<file path="src/rtl/mux4_rr_arbiter.sv">
// Round-robin arbiter and sequencer for a shared 4:1 data mux.
// Optional per-owner hold limit enabled by defining ARB_HOLD_LIMIT_EN.
module mux4_rr_arbiter #(
  parameter int WIDTH    = 8,
  parameter int MAX_HOLD = 4
) (
  input  logic             clk,
  input  logic             rst_n,
  input  logic [3:0]       req,
  input  logic [WIDTH-1:0] a,
  input  logic [WIDTH-1:0] b,
  input  logic [WIDTH-1:0] c,
  input  logic [WIDTH-1:0] d,
  output logic [3:0]       gnt,
  output logic [1:0]       s,
  output logic             valid,
  output logic [WIDTH-1:0] o
);

  typedef enum logic [0:0] {
    IDLE  = 1'b0,
    GRANT = 1'b1
  } state_t;

  state_t           state_r;
  logic [1:0]       ptr_r;
  logic [3:0]       gnt_r;
  logic [1:0]       s_r;
  logic             valid_r;

  logic [2:0]       pick_s;
  logic             owner_req_s;
  logic             preempt_s;
  logic             keep_s;
  logic [WIDTH-1:0] sel_data_s;

  if (MAX_HOLD < 1) begin : g_max_hold_check
    $error("mux4_rr_arbiter: MAX_HOLD must be >= 1");
  end

`ifdef ARB_HOLD_LIMIT_EN
  localparam int HW = $clog2(MAX_HOLD + 1);
  localparam logic [HW-1:0] HOLD_LAST = HW'(MAX_HOLD - 1);
  localparam logic [HW-1:0] HOLD_SAT  = HW'(MAX_HOLD);

  logic [HW-1:0] hold_cnt_r;
  logic          others_s;
  logic          at_limit_s;
`endif

  // First requester at or after start (mod 4); returns {found, index}.
  function automatic logic [2:0] rr_pick(input logic [3:0] req_v, input logic [1:0] start);
    logic [2:0] pick;
    logic [1:0] idx;
    pick = 3'b000;
    // Walk the offsets from farthest to nearest so the nearest requester wins.
    for (int i = 3; i >= 0; i--) begin
      idx = start + 2'(i);
      if (req_v[idx]) begin
        pick = {1'b1, idx};
      end else begin
        pick = pick;
      end
    end
    return pick;
  endfunction

  function automatic logic [3:0] onehot(input logic [1:0] idx);
    return 4'b0001 << idx;
  endfunction

  // Arbitration decision for the coming edge.
  always_comb begin
    pick_s      = rr_pick(req, ptr_r);
    owner_req_s = req[s_r];
`ifdef ARB_HOLD_LIMIT_EN
    others_s    = |(req & ~gnt_r);
    at_limit_s  = (hold_cnt_r == HOLD_LAST);
    preempt_s   = at_limit_s & others_s;
`else
    preempt_s   = 1'b0;
`endif
    keep_s      = owner_req_s & ~preempt_s;
  end

  // Arbiter FSM with registered grant, select and valid.
  always_ff @(posedge clk) begin
    if (!rst_n) begin
      state_r    <= IDLE;
      ptr_r      <= 2'd0;
      gnt_r      <= 4'b0000;
      s_r        <= 2'd0;
      valid_r    <= 1'b0;
`ifdef ARB_HOLD_LIMIT_EN
      hold_cnt_r <= '0;
`endif
    end else begin
      case (state_r)
        IDLE: begin
          if (pick_s[2]) begin
            state_r    <= GRANT;
            gnt_r      <= onehot(pick_s[1:0]);
            s_r        <= pick_s[1:0];
            valid_r    <= 1'b1;
            ptr_r      <= pick_s[1:0] + 2'd1;
`ifdef ARB_HOLD_LIMIT_EN
            hold_cnt_r <= '0;
`endif
          end
        end
        GRANT: begin
          if (keep_s) begin
`ifdef ARB_HOLD_LIMIT_EN
            // Nobody else waiting at the limit: start a fresh hold window.
            if (at_limit_s) begin
              hold_cnt_r <= '0;
            end else if (hold_cnt_r != HOLD_SAT) begin
              hold_cnt_r <= hold_cnt_r + HW'(1);
            end
`endif
          end else if (pick_s[2]) begin
            gnt_r      <= onehot(pick_s[1:0]);
            s_r        <= pick_s[1:0];
            valid_r    <= 1'b1;
            ptr_r      <= pick_s[1:0] + 2'd1;
`ifdef ARB_HOLD_LIMIT_EN
            hold_cnt_r <= '0;
`endif
          end else begin
            // Release with no contender: s keeps the last owner.
            state_r    <= IDLE;
            gnt_r      <= 4'b0000;
            valid_r    <= 1'b0;
`ifdef ARB_HOLD_LIMIT_EN
            hold_cnt_r <= '0;
`endif
          end
        end
        default: begin
          state_r    <= IDLE;
          gnt_r      <= 4'b0000;
          valid_r    <= 1'b0;
`ifdef ARB_HOLD_LIMIT_EN
          hold_cnt_r <= '0;
`endif
        end
      endcase
    end
  end

  // Shared 4:1 data path, forced to zero while idle.
  always_comb begin
    case (s_r)
      2'd0:    sel_data_s = a;
      2'd1:    sel_data_s = b;
      2'd2:    sel_data_s = c;
      2'd3:    sel_data_s = d;
      default: sel_data_s = {WIDTH{1'b0}};
    endcase
    if (valid_r) begin
      o = sel_data_s;
    end else begin
      o = {WIDTH{1'b0}};
    end
  end

  assign gnt   = gnt_r;
  assign s     = s_r;
  assign valid = valid_r;

endmodule
</file>
<file path="config.mk">
export PLATFORM = sky130hd
export DESIGN_NAME = mux4_rr_arbiter
export DESIGN_NICKNAME = d
export VERILOG_FILES = /design/src/rtl/mux4_rr_arbiter.sv
export SDC_FILE = /design/constraint.sdc
export NUM_CORES = 1
export LEC_CHECK = 0
export BUFFER_PORTS_ARGS = -buffer_cell sky130_fd_sc_hd__buf_2
export CORE_UTILIZATION = 45
export CTS_BUF_LIST = sky130_fd_sc_hd__clkbuf_16
export CTS_CLUSTER_DIAMETER = 80
export DETAILED_ROUTE_END_ITERATION = 8
export PLACE_DENSITY = 0.95
export SYNTH_ARGS = -nofsm -noshare
export SYNTH_HDL_FRONTEND = slang
export SYNTH_SLANG_ARGS = --single-unit
</file>
<file path="constraint.sdc">
create_clock -name clk -period 5.1 [get_ports clk]
set_clock_uncertainty 0.2 [all_clocks]
set_input_delay 1.02 -clock clk [delete_from_list [all_inputs] [get_ports clk]]
set_output_delay 1.02 -clock clk [all_outputs]
set_load 0.005 [all_outputs]
</file>
==> impl_metrics.py <==
metrics = {
    "sta": {
        "final.setup.tns_ps": 0,
        "fmax_ghz": 0.322,
        "worstMarginPinSlew_ps": 576,
        "worst_hold_slack_ps": 268,
        "period_needed_ps": 3110,
        "finalCritPeriodShare": 0.610,
        "finalHoldViolations": 0,
        "drv_slew": 0,
        "rsz0062_at_grt": "false",
        "maxSlewHeadroom": 0.616,
        "setup_viol": 0,
    },
    "placed_design": {
        "dpl.hpwl_mm": 1.63,
        "place_inst": 147,
        "gp_congestion": 0.729,
        "port_buffers": 52,
    },
    "setup_path": {
        "crit_arrival_ps": 1890,
        "crit_path_end_kind": "output port",
        "crit_required_ps": 3880,
        "reg2reg_from": "s[0]",
        "reg2reg_to": "gnt[0]",
        "worstPathMaxFanout": 1,
        "r2r_slack_ps": 2860,
        "critPathKind": "primary input to output port",
        "r2r_cells": 4,
        "startpoint_type": "primary input",
    },
    "route": {
        "dr.first_iter.drc_count": 7,
        "drt-total-wl_mm": 2.04,
        "vias": 818,
        "via_per_inst": 5.45,
        "route.detailed.drc": 0,
        "ant_nets": 0,
        "wl_per_cell_um": 13.6,
        "first_pass_iters": 4,
    },
    "logic_synthesis": {
        "ys_types": 25,
        "synth.top_cells.by_count": "dfxtp_1, and2_1, mux4_1",
        "netlist_instances": 73,
        "yosysTopAreaCell": "mux4_1",
        "synth_area_leaders": "mux4_1, dfxtp_1, and2_1",
        "synth_edf_count": 0,
        "netlist_area_um2": 826,
        "yosys_warnings": 0,
        "seq_area_frac_synth": 0.242,
        "ys_seq_elements": 10,
        "syn_nets": 115,
        "synth_top_area_share": 0.255,
        "synthArstFlopShare": 0,
        "ys.flop_type": "dfxtp_1",
        "syn_area_per_cell_um2": 11.3,
        "yosysMostFrequentCell": "dfxtp_1",
    },
    "power_and_ir_drop": {
        "powerDensity_mw_per_mm2": 308,
        "leakage_nw": 0.588,
        "vdd_ir_drop_max_uv": 230,
        "total_power_mw": 0.361,
    },
    "grt": {
        "track_usage": 0.206,
        "grt_max_degree": 13,
        "grt_pass1_wl_mm": 2.97,
        "overflow": 0,
        "antenna_found_initial": 0,
        "grt_pass1_vias": 722,
    },
    "hold_path": {
        "whs_path_depth": 1,
        "min_from": "gnt[0]",
        "min_to": "gnt[0]",
        "hp-class": "flop to flop",
    },
    "clocking": {
        "cts-root-buf": "clkbuf_16",
        "path_clk_slew_ps": 40,
        "cts-resized-gates": 0,
        "insertion_delay_ps": 240,
        "clockBufferDepth": 2,
        "cts_setup_buffers": 0,
        "cts_tree": "done",
        "clkSinkCount": 10,
        "h-tree-depth": 1,
        "hold_buffers": 0,
        "cts_buffers": 3,
    },
    "die": {
        "initial_core_util": 0.478,
        "dieArea_mm2": 0.00201,
        "core_mm2": 0.00173,
        "num_io_pins": 53,
        "die_y_um": 44.8,
        "rows": 15,
        "die_w_um": 44.8,
    },
    "cells_and_area": {
        "layout-drive-gt1-share": 0.528,
        "syn_to_final_growth_pct": 42.1,
        "fin_nets": 169,
        "layout.cells.non_filler": 150,
        "antennaDiodeCount": 0,
    },
    "flow_run": {
        "drv_cap": 0,
    },
    "outcome": {
        "status": "finished clean",
    },
}
[registers in the layout, summed over array words and instances (netlist names)]
| name | flops |
|---|---|
| ptr_r | 2 |
| gnt | 4 |
| s | 2 |
| valid | 1 |
| state_r | 1 |
[per-layer routing]
layer,vias to the layer above,track usage,part of all wire
met4,0,0.109,0.014
met1,377,0.194,0.38
met2,45,0.382,0.46
met3,4,0.0760,0.14
met5,-,0,0
li1,392,-,-
[cells in the final DEF (no fill, tap or decap), drive strengths merged, types with 2 or more instances in the layout]
master  instances
mux2            2
clkbuf          3
a22o            4
nand2           4
inv             3
ha              4
and2           10
dfxtp          10
a31o            2
nor2            3
buf            52
o211a           2
a21oi           3
nand2b          2
nor2b           6
mux4            8
[worst max-delay path by stage]
stage / slack, ps / from / end
6_report: 1990 / b[4] / o[4]
5_1_grt: 1950 / b[6] / o[6]
4_1_cts: 1990 / b[6] / o[6]
3_5_place_dp: 1990 / b[3] / o[3]
3_3_place_gp: 2000 / b[4] / o[4]
2_1_floorplan: 2230 / b[0] / o[0]
[layout make-up]
| class | count | area, um2 |
|---|---|---|
| clock buffer | 3 | 75.1 |
| fill | 136 | 553 |
| inverter | 3 | 11.3 |
| multi-input combinational | 57 | 596 |
| sequential | 10 | 200 |
| tap | 25 | 31.3 |
| timing repair buffer | 52 | 260 |
[power breakdown]
group,leakage (nW),internal (mW),switching [mW],total [mW]
Sequential,0.0828,0.0912,0.0186,0.110
Combinational,0.469,0.0708,0.0460,0.117
Clock,0.0370,0.101,0.0332,0.135
[per-stage QoR]
step / setup slack, ps / instance area [um2] / util
CTS: 1990 / 1170 / 0.680
detailed placement: 1990 / 1100 / 0.636
floorplan: 2230 / 826 / -
finish: 1990 / 1170 / 0.680
global placement: 2000 / 1100 / 0.636
global route: 1950 / 1170 / 0.680
[logic make-up (layout without fill, tap and decap cells)]
kind of cell	Yosys count	in the layout	share of synthesized area
muxes	10	10	0.286
AOI/OAI and AO/OA	16	16	0.182
DFF	10	10	0.242
adders and majority gates	4	4	0.0606
and+or+nand+nor	27	27	0.192
buffers and inverters	6	58	0.0364
[critical path: stages]
cell	delay (ps)
buf_2	90
mux4_1	470
and2_1	180
buf_2	130
Note: power is estimated with default switching activity, not from simulation.
